### src/rtl/logic_table_sequencer.sv
// logic_table_sequencer
// Steps an external combinational 2-input logic unit through ab = 00, 01, 10, 11 for one
// op, or for every op 0..NUM_OPS-1 in sweep mode. Each fu_s sample goes into a 4-bit
// truth-table signature, which is returned over a valid/ready handshake.
//
// Ports:
//   clk, rst_n            rising-edge clock, asynchronous active-low reset
//   start, sweep_all      run request (taken only when idle); sweep_all selects all-op sweep
//   op_sel                op code for a single run (values >= NUM_OPS are passed through)
//   fu_op, fu_a, fu_b     registered drive to the function unit
//   fu_s                  function unit result, combinational from fu_op/fu_a/fu_b
//   busy                  high whenever the FSM is not idle
//   res_valid, res_ready  result handshake
//   res_op, res_table     op and captured table (bit i = fu_s with {fu_a,fu_b} = i)
//   res_err               golden-table mismatch, valid with res_valid
//
// Optional feature: define LOGIC_SEQ_CHECK_EN to build a golden ROM and drive res_err.
// Without it, res_err is tied to 0.
// Op codes are 3 bits wide, so NUM_OPS must be 1..8.

module logic_table_sequencer #(
  parameter int unsigned NUM_OPS       = 5,
  parameter int unsigned SETTLE_CYCLES = 1
) (
  input  logic       clk,
  input  logic       rst_n,
  input  logic       start,
  input  logic       sweep_all,
  input  logic [2:0] op_sel,
  output logic [2:0] fu_op,
  output logic       fu_a,
  output logic       fu_b,
  input  logic       fu_s,
  output logic       busy,
  output logic       res_valid,
  input  logic       res_ready,
  output logic [2:0] res_op,
  output logic [3:0] res_table,
  output logic       res_err
);

  localparam int unsigned CntW = (SETTLE_CYCLES > 1) ? $clog2(SETTLE_CYCLES) : 1;
  localparam logic [CntW-1:0] CntLast = CntW'(SETTLE_CYCLES - 1);
  localparam logic [2:0] LastOp = 3'(NUM_OPS - 1);

  typedef enum logic [1:0] {StIdle, StDrive, StResult} state_e;

  state_e          state_q;
  logic            sweep_q;
  logic [1:0]      idx_q;
  logic [CntW-1:0] cnt_q;
  logic [3:0]      table_next;
  logic            err_next;

  assign busy      = (state_q != StIdle);
  assign res_valid = (state_q == StResult);

  // Table including the sample taken on the current edge; used so that the final
  // golden compare sees all four bits in the same cycle the FSM enters RESULT.
  always_comb begin
    table_next        = res_table;
    table_next[idx_q] = fu_s;
  end

`ifdef LOGIC_SEQ_CHECK_EN
  localparam logic [3:0] NumOpsW = 4'(NUM_OPS);

  function automatic logic [3:0] golden(input logic [2:0] op);
    case (op)
      3'd0:    golden = 4'h2;  // ~a & b
      3'd1:    golden = 4'hD;  // a | ~b
      3'd2:    golden = 4'h6;  // a ^ b
      3'd3:    golden = 4'h9;  // ~(a ^ b)
      3'd4:    golden = 4'h6;  // (a | b) & (~a | ~b)
      default: golden = 4'h0;
    endcase
  endfunction

  // Out-of-range ops have no golden entry and never flag an error.
  assign err_next = ({1'b0, fu_op} < NumOpsW) && (table_next != golden(fu_op));
`else
  assign err_next = 1'b0;
`endif

  always_ff @(posedge clk or negedge rst_n) begin
    if (!rst_n) begin
      state_q   <= StIdle;
      sweep_q   <= 1'b0;
      idx_q     <= 2'd0;
      cnt_q     <= '0;
      fu_op     <= 3'd0;
      fu_a      <= 1'b0;
      fu_b      <= 1'b0;
      res_op    <= 3'd0;
      res_table <= 4'd0;
      res_err   <= 1'b0;
    end else begin
      unique case (state_q)
        StIdle: begin
          if (start) begin
            state_q      <= StDrive;
            sweep_q      <= sweep_all;
            fu_op        <= sweep_all ? 3'd0 : op_sel;
            {fu_a, fu_b} <= 2'b00;
            idx_q        <= 2'd0;
            cnt_q        <= '0;
            res_table    <= 4'd0;
          end
        end
        StDrive: begin
          if (cnt_q == CntLast) begin
            cnt_q     <= '0;
            res_table <= table_next;
            if (idx_q == 2'd3) begin
              // Vector stays at 11 while the result waits for the consumer.
              state_q <= StResult;
              res_op  <= fu_op;
              res_err <= err_next;
            end else begin
              idx_q        <= idx_q + 2'd1;
              {fu_a, fu_b} <= idx_q + 2'd1;
            end
          end else begin
            cnt_q <= cnt_q + 1'b1;
          end
        end
        StResult: begin
          if (res_ready) begin
            if (sweep_q && (fu_op < LastOp)) begin
              state_q      <= StDrive;
              fu_op        <= fu_op + 3'd1;
              {fu_a, fu_b} <= 2'b00;
              idx_q        <= 2'd0;
              cnt_q        <= '0;
              res_table    <= 4'd0;
            end else begin
              state_q <= StIdle;
            end
          end
        end
        default: state_q <= StIdle;
      endcase
    end
  end

endmodule

### config.mk
export PLATFORM = sky130hd
export DESIGN_NAME = logic_table_sequencer
export DESIGN_NICKNAME = d
export VERILOG_FILES = /design/src/rtl/logic_table_sequencer.sv
export SDC_FILE = /design/constraint.sdc
export NUM_CORES = 1
export LEC_CHECK = 0
export CORE_MARGIN = 8
export CORE_UTILIZATION = 50
export CTS_CLUSTER_DIAMETER = 150
export DETAILED_ROUTE_END_ITERATION = 8
export PLACE_DENSITY = 0.86
export SETUP_SLACK_MARGIN = 0.4
export SYNTH_ARGS = -nofsm -noshare
export SYNTH_HDL_FRONTEND = slang
export SYNTH_SLANG_ARGS = --single-unit
export TNS_END_PERCENT = 50
### constraint.sdc
create_clock -name clk -period 3.7 [get_ports clk]
set_clock_uncertainty 0.15 [all_clocks]
set_input_delay 0.925 -clock clk [delete_from_list [all_inputs] [get_ports clk]]
set_output_delay 0.925 -clock clk [all_outputs]
set_load 0.02 [all_outputs]
Yosys cells after proc, flatten, opt, wreduce, memory -nomap -nowiden
Index checks and enable logic that the tools add are counted.
{"block": "word_totals", "ff_bits": 18, "in_bits": 9, "word_cells": 74}
{"block": "op_classes", "n_addsub": 3, "magnitude_cmp": 3, "n_eq_ne": 9, "mux": 36, "n_bitwise": 1, "n_reduce_logical": 13}
{"operator": "$mux W2", "count": 9}
{"operator": "$mux W4", "count": 4}
{"operator": "$mux W3", "count": 4}
{"operator": "$pmux W2 S3", "count": 2}
{"operator": "$pmux W4 S3", "count": 1}
{"operator": "$reduce_and A4 Y1", "count": 3}
{"operator": "$mux W1", "count": 10}
{"operator": "$pmux W1 S3", "count": 3}
{"operator": "$ne A2 B2 Y1 const B", "count": 4}
{"operator": "$pmux W3 S2", "count": 1}
{"operator": "$reduce_and A6 Y1", "count": 1}
{"operator": "$reduce_and A5 Y1", "count": 1}
{"operator": "$bwmux W4", "count": 1}
{"operator": "$eq A2 B2 Y1 const B", "count": 2}
{"operator": "$ne A2 B1 Y1 const B", "count": 2}
{"operator": "$reduce_bool A2 Y1", "count": 2}
{"operator": "$add A3 B1 Y3 const B", "count": 1}
{"operator": "$lt A2 B3 Y1 const B", "count": 1}
{"operator": "$lt A3 B3 Y1 const B", "count": 1}
{"operator": "$reduce_and A3 Y1", "count": 1}
{"operator": "$reduce_bool A3 Y1", "count": 1}
{"operator": "$add A2 B1 Y2 const B", "count": 1}
{"operator": "$demux W1 S2", "count": 1}
{"operator": "$eq A2 B1 Y1 const B", "count": 1}
{"operator": "other kinds (6)", "count": 7}

Longest topological paths before layout
Gate-level depths: netlist (run 1).
{"block": "depth", "depth_word": 7, "ltp_mapped": 5, "ltp_nobuf": 4}

Worst setup path before layout (run 1)
No wires, ideal clock.
{"block": "synth_timing", "path_kind": "reg2out", "from": "register state_q[1]", "to": "output port busy", "t_arrival_ps": 840, "setup_slack_ps": 1785, "path_stages_with_launch": 4, "n_path_buf": 1, "path_cell_list": "dfrtp_1 buf_6 nor2_1 inv_1"}
{"block": "synth_between", "elab_chain_len": 1}
{"item": "start: declaration", "line": "48", "rtl": "state_e state_q;"}
{"item": "start signal: assignment", "line": "87", "rtl": "state_q <= StIdle;"}
{"item": "start signal: assignment", "line": "101", "rtl": "state_q <= StDrive;"}
{"item": "start signal: assignment", "line": "116", "rtl": "state_q <= StResult;"}
{"item": "$reduce_bool A2 Y1", "line": "55", "rtl": "assign busy = (state_q != StIdle);"}
{"item": "end: declaration", "line": "34", "rtl": "output logic busy,"}
Every way passes these cells.

Worst setup path after layout (run 1)
{"block": "layout_timing", "from": "register state_q[1]", "to": "output port res_valid"}
{"block": "layout_between", "elab_chain_len": 1}
{"item": "$eq A2 B2 Y1", "line": "56", "rtl": "assign res_valid = (state_q == StResult);"}
{"item": "end: declaration", "line": "35", "rtl": "output logic res_valid,"}
Every way passes these cells.

==> summary.md, run 1 <==
| Metric | Value |
|---|---|
| Share of the synthesized area in the top cell type | `0.4237` |
| Synthesis-to-finish area growth | `26.84%` |
| Final wirelength | `approximately 1800 microns` |
| Worst hold path type | `flip-flop to flip-flop` |
| CP Class | `flip-flop to output pin` |
| Gr ovfl total | `0` |
| Flops & latches, synth | `15` |
| GRT Total Usage | `0.1165` |
| Initial Util | `0.5244` |
| Synth async-reset ratio | `1.000` |
| Number of antenna diodes | `0` |
| Element type at the critical path start | `flip-flop` |
| CTS tree | `done` |
| Clk sinks | `15` |
| Final Hold Viols | `0` |
| Final Cycle Share | `0.7807` |
| Die H | `58.09 microns` |
| First-pass GRT wire length | `2953 microns` |
| Pwr/cell area | `830.8 mW/mm^2` |
| Avg Cell Area, Syn | `around 12 sq um` |
| Num CTS Buffers | `3` |
| GPL Wtd Cong | `a little over 0.8` |
| Total power | `~930 uW` |
| Worst path cell trace | `nand2b_1, inv_1, clkdlybuf4s50_1` |
| Max-slew violation count | `0` |
| Synth area leader | `dfrtp_1` |
| RSZ-0062 raised after global routing | `no` |
| Wirelength per Cell | `roughly 16 microns` |
| Worst skew pair latency | `0.28 ns` |
| FMAX | `346.2 MHz` |
| Root Buffer | `clkbuf_4` |
| Worst Tran Pin Value | `0.6438 ns` |
| VDD IR max | `0.3735 mV` |
| DR pass1 iterations | `4` |
| Drt initial violations | `9` |
| FF-to-FF Start | `fu_b` |
| Headroom to the max-slew limit | `0.5695` |
| Period minus WS final | `about 2.9 ns` |
| Clock Power Share | `0.098` |
| Total core area | `0.001689 sq mm` |
| DRC viols | `0` |
| Post-synth top cells | `15 x dfrtp_1, 9 x inv_1, 6 x mux2i_1` |
| Nets | `113` |
| Primary FF master, synth | `dfrtp_1` |
| Count leader, synth | `dfrtp_1` |
| # Max-Cap Violations | `0` |
| Synthesis Warnings | `0` |
| Worst R2R End | `fu_b` |
| Leakage | `0.0005214 uW` |
| PostCTS Resize Cnt | `0` |
| Crit path largest cell delay | `0.70 ns` |
| Setup TNS Final | `0 ns` |
| Worst Path Required | `2.62 ns` |
| CTS H-tree depth | `1` |
| Via count | `641` |
| WHS Path Cells | `1` |
| Layout cells sized above 1 | `0.1327` |
| Floorplan die width | `58.09 microns` |
| Worst R2R Path Depth | `4` |
| Top cell family by delay on the critical path | `flip-flops` |
| Die Area | `0.003374 sq mm` |
| Pin count of the biggest net entering global routing | `17` |
| Mapped Cells | `75` |
| CTS clk-pin slew, worst paths | `around 0.080 ns` |
| Bufs and invs on worst path | `2` |
| Max clock buf depth | `2` |
| Logic pwr share | `0.548` |
| I/O Buffers | `22` |
| Crit-path slowest cell | `dfrtp_1` |
| Crit. End Element | `output pin` |
| Via density | `about 5.6` |
| Post-Syn Area | `885.9 sq um` |
| Final setup violation count | `0` |
| Vias in the first global route | `632` |
| Flop2flop setup slack | `between 1.5 and 2 ns` |
| Sequential Power Share | `0.354` |
| WHS Endpoint | `res_op[1]` |
| Switching Fraction | `0.4086` |
| CTS Hold Bufs | `0` |
| Syn Nets | `89` |
| Initial antenna violation count | `0` |
| Yosys cell types | `26` |
| # Post-CTS Setup Buffers | `0` |
| Post-synth EDFFs | `0` |
| Internal power | `552.0 uW` |
| Net switching power | `about 380 uW` |
| Status | `complete, no violations` |
| Crit path arrival time | `between 1.5 and 2 ns` |
| Top cells by area, synth | `dfrtp_1 42%, ha_1 7.1%, mux2i_1 6.8%, mux2_2 5.1%, inv_1 3.8%` |
| CP Max Fanout | `16` |
| Hpwl dp | `about 1300 microns` |
| I/O pin count | `24` |
| Post-route ant nets | `0` |
| Sequential fraction of the synthesis area | `0.4237` |
| Min-delay src | `res_op[1]` |
| Rows | `15` |
## flip-flops by register name, indices dropped and copies added, names as in the netlist
name / cells
fu_op: 3
res_table: 4
res_op: 3
fu_b: 1
fu_a: 1
state_q: 2
sweep_q: 1
## power groups by stage
stage | registers, uW | logic, uW | clock network, uW
after floorplan | 364 | 306 | 0
after global placement | 327 | 510 | 0
after detailed placement | 332 | 512 | 0
after CTS | 329 | 519 | 94.7
after global routing | 343 | 551 | 104
final | 331 | 512 | 91.2
## cells by family after synthesis
kind of cell	count (synthesis)	synth area share
buf+inv	12	0.07203
other cells	1	0.004233
fa+ha+maj	5	0.07062
compound gates	13	0.1271
simple gates	17	0.1497
flops	15	0.4237
mux	12	0.1525
## metal layers
| layer | global-route usage | vias up | part of all wire |
|---|---|---|---|
| met2 | 0.1927 | 12 | 0.51 |
| met3 | 0.02428 | 4 | 0.040 |
| met5 | 0 | - | 0 |
| li1 | - | 305 | - |
| met1 | 0.1255 | 320 | 0.42 |
| met4 | 0.09441 | 0 | 0.032 |
## placed cells by master (no fill, tap or decap)
master and count:
nand3b_1 2, clkbuf_1 1, nor3b_1 1, mux2_4 2
or2b_1 1, nor3_2 1, nand4bb_1 1, o22ai_1 4
or4bb_1 1, a21o_1 1, a22o_1 2, clkbuf_4 3
conb_1 1, clkdlybuf4s50_1 22, mux2i_1 6, mux2_2 4
inv_1 9, a21oi_1 2, dfrtp_1 15, o21ai_0 2
nand4b_4 1, a221oi_4 1, nand2b_1 5, ha_1 5
nand2_1 1, nor2_1 3, a21oi_4 1
## metrics by stage
step | hold WS [ns] | setup slack [ns] | util | instances | instance area, sq um
floorplan | 0.4309 | 1.785 | - | 75 | 885.9
global placement | 0.3448 | 1.156 | 0.6496 | 111 | 1097
detailed placement | 0.3428 | 1.123 | 0.6496 | 111 | 1097
CTS | 0.3725 | 0.7916 | 0.6652 | 115 | 1124
global route | 0.3821 | 0.6637 | 0.6652 | 115 | 1124
finish | 0.3658 | 0.8116 | 0.6652 | 115 | 1124
## worst register-to-register path: cells and delay by family (launching register included)
| family | cells | cell delay, ns |
|---|---|---|
| DFF | 1 | 0.44 |
| muxes | 1 | 0.33 |
| adders and majority gates | 1 | 0.26 |
| AOI/OAI and AO/OA | 2 | 0.53 |
## final cells by class
cell class / instances / area, sq um
timing repair buffer: 22 / 220.2
tap: 17 / 21.27
inverter: 9 / 33.78
sequential: 15 / 375.4
multi-input combinational: 48 / 446.7
fill: 133 / 565.5
clock buffer: 4 / 26.28
## worst max path at each step
| stage | from | endpoint | slack, ns | depth (start not counted) |
|---|---|---|---|---|
| final | state_q[1] | res_valid | 0.81 | 3 |
| after global routing | state_q[1] | res_valid | 0.66 | 3 |
| after CTS | state_q[1] | res_valid | 0.79 | 3 |
| after detailed placement | state_q[1] | res_valid | 1.12 | 3 |
| after global placement | res_ready | fu_b | 1.16 | 4 |
| after floorplan | state_q[1] | busy | 1.79 | 3 |
Power figures use the tool's default switching activity.
==> inputs of run 2 (changes only) <==
--- a/config.mk
+++ b/config.mk
@@ -6,10 +6,10 @@
 export NUM_CORES = 1
 export LEC_CHECK = 0
 export CORE_MARGIN = 8
-export CORE_UTILIZATION = 50
+export CORE_UTILIZATION = 46
 export CTS_CLUSTER_DIAMETER = 150
 export DETAILED_ROUTE_END_ITERATION = 8
-export PLACE_DENSITY = 0.86
+export PLACE_DENSITY = 0.81
 export SETUP_SLACK_MARGIN = 0.4
 export SYNTH_ARGS = -nofsm -noshare
 export SYNTH_HDL_FRONTEND = slang
==> constraint.sdc (replaced) <==
create_clock -name clk -period 3 [get_ports clk]
set_clock_uncertainty 0.15 [all_clocks]
set_input_delay 0.75 -clock clk [delete_from_list [all_inputs] [get_ports clk]]
set_output_delay 0.75 -clock clk [all_outputs]
set_load 0.02 [all_outputs]
==> summary.md, run 2 (synthesis gave the netlist of run 1 again) <==
| Metric | Value |
|---|---|
| Status | `complete, no violations` |
| Clock Power Share | `0.101 (+0.003)` |
| Net switching power | `486.3 uW (+27%)` |
| I/O pin count | `24 (unchanged)` |
| Top cell family by delay on the critical path | `buffers and inverters` |
| Total power | `1188 uW (+27%)` |
| Die Area | `0.003586 sq mm (+6.3%)` |
| Headroom to the max-slew limit | `0.5704 (+0.0009440)` |
| Worst Path Required | `2.10 ns (-0.52 ns)` |
| Register with the most flip-flops | `res_table` |
| Pwr/cell area | `1015 mW/mm^2 (+22%)` |
| Floorplan die width | `59.89 microns (+3.1%)` |
| Logic pwr share | `0.563 (+0.015)` |
| Root Buffer | `clkbuf_4` |
| CP Class | `flip-flop to output pin` |
| Switching Fraction | `0.4095 (+0.0008295)` |
| Worst path cell trace | `nand2b_1, inv_1, clkdlybuf4s50_1` |
| First-pass GRT wire length | `2870 microns (-2.8%)` |
| Nets | `117 (+3.5%)` |
| Largest register FFs | `4 (unchanged)` |
| Leakage | `0.0005432 uW (+4.2%)` |
| Sequential Power Share | `0.336 (-0.018)` |
| Layout cells sized above 1 | `0.1961 (+0.06343)` |
| Vias in the first global route | `637 (+0.79%)` |
| Worst R2R Path Depth | `4 (unchanged)` |
| Worst skew pair latency | `0.29 ns (about the same)` |
| Post-route ant nets | `0 (unchanged)` |
| Crit. End Element | `output pin` |
| Crit path arrival time | `1.65 ns (-0.16 ns)` |
| Internal power | `701.4 uW (+27%)` |
| WHS Path Cells | `1 (unchanged)` |
| Worst hold path type | `flip-flop to flip-flop` |
| Final wirelength | `1802 microns (+0.28%)` |
| I/O Buffers | `22 (unchanged)` |
| Crit path largest cell delay | `0.61 ns (-0.09 ns)` |
| Die H | `59.89 microns (+3.1%)` |
| CP Max Fanout | `11 (-5)` |
| Drt initial violations | `6 (-3)` |
| Wirelength per Cell | `13.97 microns (-11%)` |
| Flop2flop setup slack | `1.17 ns (-0.72 ns)` |
| Setup TNS Final | `0 ns (unchanged)` |
| VDD IR max | `0.4239 mV (+13%)` |
| Crit-path slowest cell | `clkdlybuf4s50_1` |
| Min-delay src | `res_op[1]` |
| CTS H-tree depth | `1 (unchanged)` |
| Via count | `634 (-1.1%)` |
| DRC viols | `0 (unchanged)` |
| Commonest cells after routing, fill and taps aside | `22 x clkdlybuf4s50_1, 13 x dfrtp_1, 9 x inv_1` |
| Bufs and invs on worst path | `2 (unchanged)` |
| Initial Util | `0.4707 (-0.05370)` |
| Period minus WS final | `2.547 ns` |
| Synthesis-to-finish area growth | `32.06%` |
| Element type at the critical path start | `flip-flop` |
| Pin count of the biggest net entering global routing | `17 (unchanged)` |
| Final setup violation count | `0 (unchanged)` |
| CTS clk-pin slew, worst paths | `0.10 ns (+0.02 ns)` |
| FF-to-FF Start | `fu_a` |
| GPL Wtd Cong | `0.7966 (-1.5%)` |
| Final Cycle Share | `0.8491` |
| GRT Total Usage | `0.1097 (-0.006788)` |
| Worst R2R End | `fu_b` |
| Initial antenna violation count | `0 (unchanged)` |
| Commonest non-fill, non-tap cell in the layout | `clkdlybuf4s50_1` |
| RSZ-0062 raised after global routing | `no` |
| Max clock buf depth | `2 (unchanged)` |
| Clk sinks | `15 (unchanged)` |
| Via density | `4.915 (-12%)` |
| Rows | `16 (+1)` |
| FMAX | `392.6 MHz` |
| # Max-Cap Violations | `0 (unchanged)` |
| Num CTS Buffers | `3 (unchanged)` |
| Gr ovfl total | `0 (unchanged)` |
| CTS tree | `done` |
| Hpwl dp | `1299 microns (-1.5%)` |
| DR pass1 iterations | `2 (-2)` |
| Largest regs | `res_table: 4 flops, fu_op: 3 flops, res_op: 3 flops` |
| Total core area | `0.001882 sq mm (+11%)` |
| Max-slew violation count | `0 (unchanged)` |
| WHS Endpoint | `res_op[1]` |
| Number of antenna diodes | `0 (unchanged)` |
| Final Hold Viols | `0 (unchanged)` |
| Worst Tran Pin Value | `0.6424 ns (-0.001412 ns)` |
==> run 2: changes by cell type in the layout (fill, tap and decap cells not counted), sizes merged <==
cell and change:
clkbuf -1, clkinv +1, buf +4
==> run 2: cell type report <==
cell class                      instances  area [sq um]
Multi-Input combinational cell         48         446.7
Timing Repair Buffer                   26         250.2
Clock inverter                          1         5.005
Fill cell                             163         711.9
Inverter                                9         33.78
Sequential cell                        15         377.9
Clock buffer                            3         22.52
Tap cell                               27         33.78
==> run 2: through the flow <==
stage / util / setup WS, ns / area [sq um] / hold slack [ns] / instances
after floorplan: - / 1.174 / 885.9 / 0.3044 / 75
after global placement: 0.5898 / 0.6344 / 1110 / 0.3451 / 121
after detailed placement: 0.5898 / 0.5775 / 1110 / 0.3450 / 121
after CTS: 0.6051 / 0.3778 / 1139 / 0.3746 / 125
after global routing: 0.6217 / 0.4102 / 1170 / 0.3923 / 129
final: 0.6217 / 0.4526 / 1170 / 0.3693 / 129
==> run 2: layer usage <==
metal  track usage  part of all wire  wire length [microns]  up-vias
li1              -                 -                      -      315
met1        0.1259              0.47                    845      301
met2        0.1615              0.47                    852       12
met3       0.01505            0.0078                     14        6
met4        0.1224             0.049                     89        0
met5             0                 0                      0        -
==> run 2: power groups by stage <==
stage,clock network [uW],registers [uW],logic [uW]
5_1_grt,130,414,720
2_1_floorplan,0,449,377
6_report,121,399,669
3_3_place_gp,0,405,629
3_5_place_dp,0,409,631
4_1_cts,124,406,638
==> run 2: worst max path at each step <==
stage	from	slack, ns	cells after the start	end
final	state_q[0]	0.45	3	res_valid
after global routing	state_q[0]	0.41	3	res_valid
after CTS	state_q[0]	0.38	3	res_valid
after detailed placement	state_q[1]	0.58	3	res_valid
after global placement	res_ready	0.63	4	fu_b
after floorplan	fu_b	1.17	4	fu_b
==> run 2: timing repair <==
item / CTS / global route
hold buffers: 0 / 0
resized for setup: 1 / 1
setup buffers: 0 / 4
setup endpoints to repair: 2 / 2
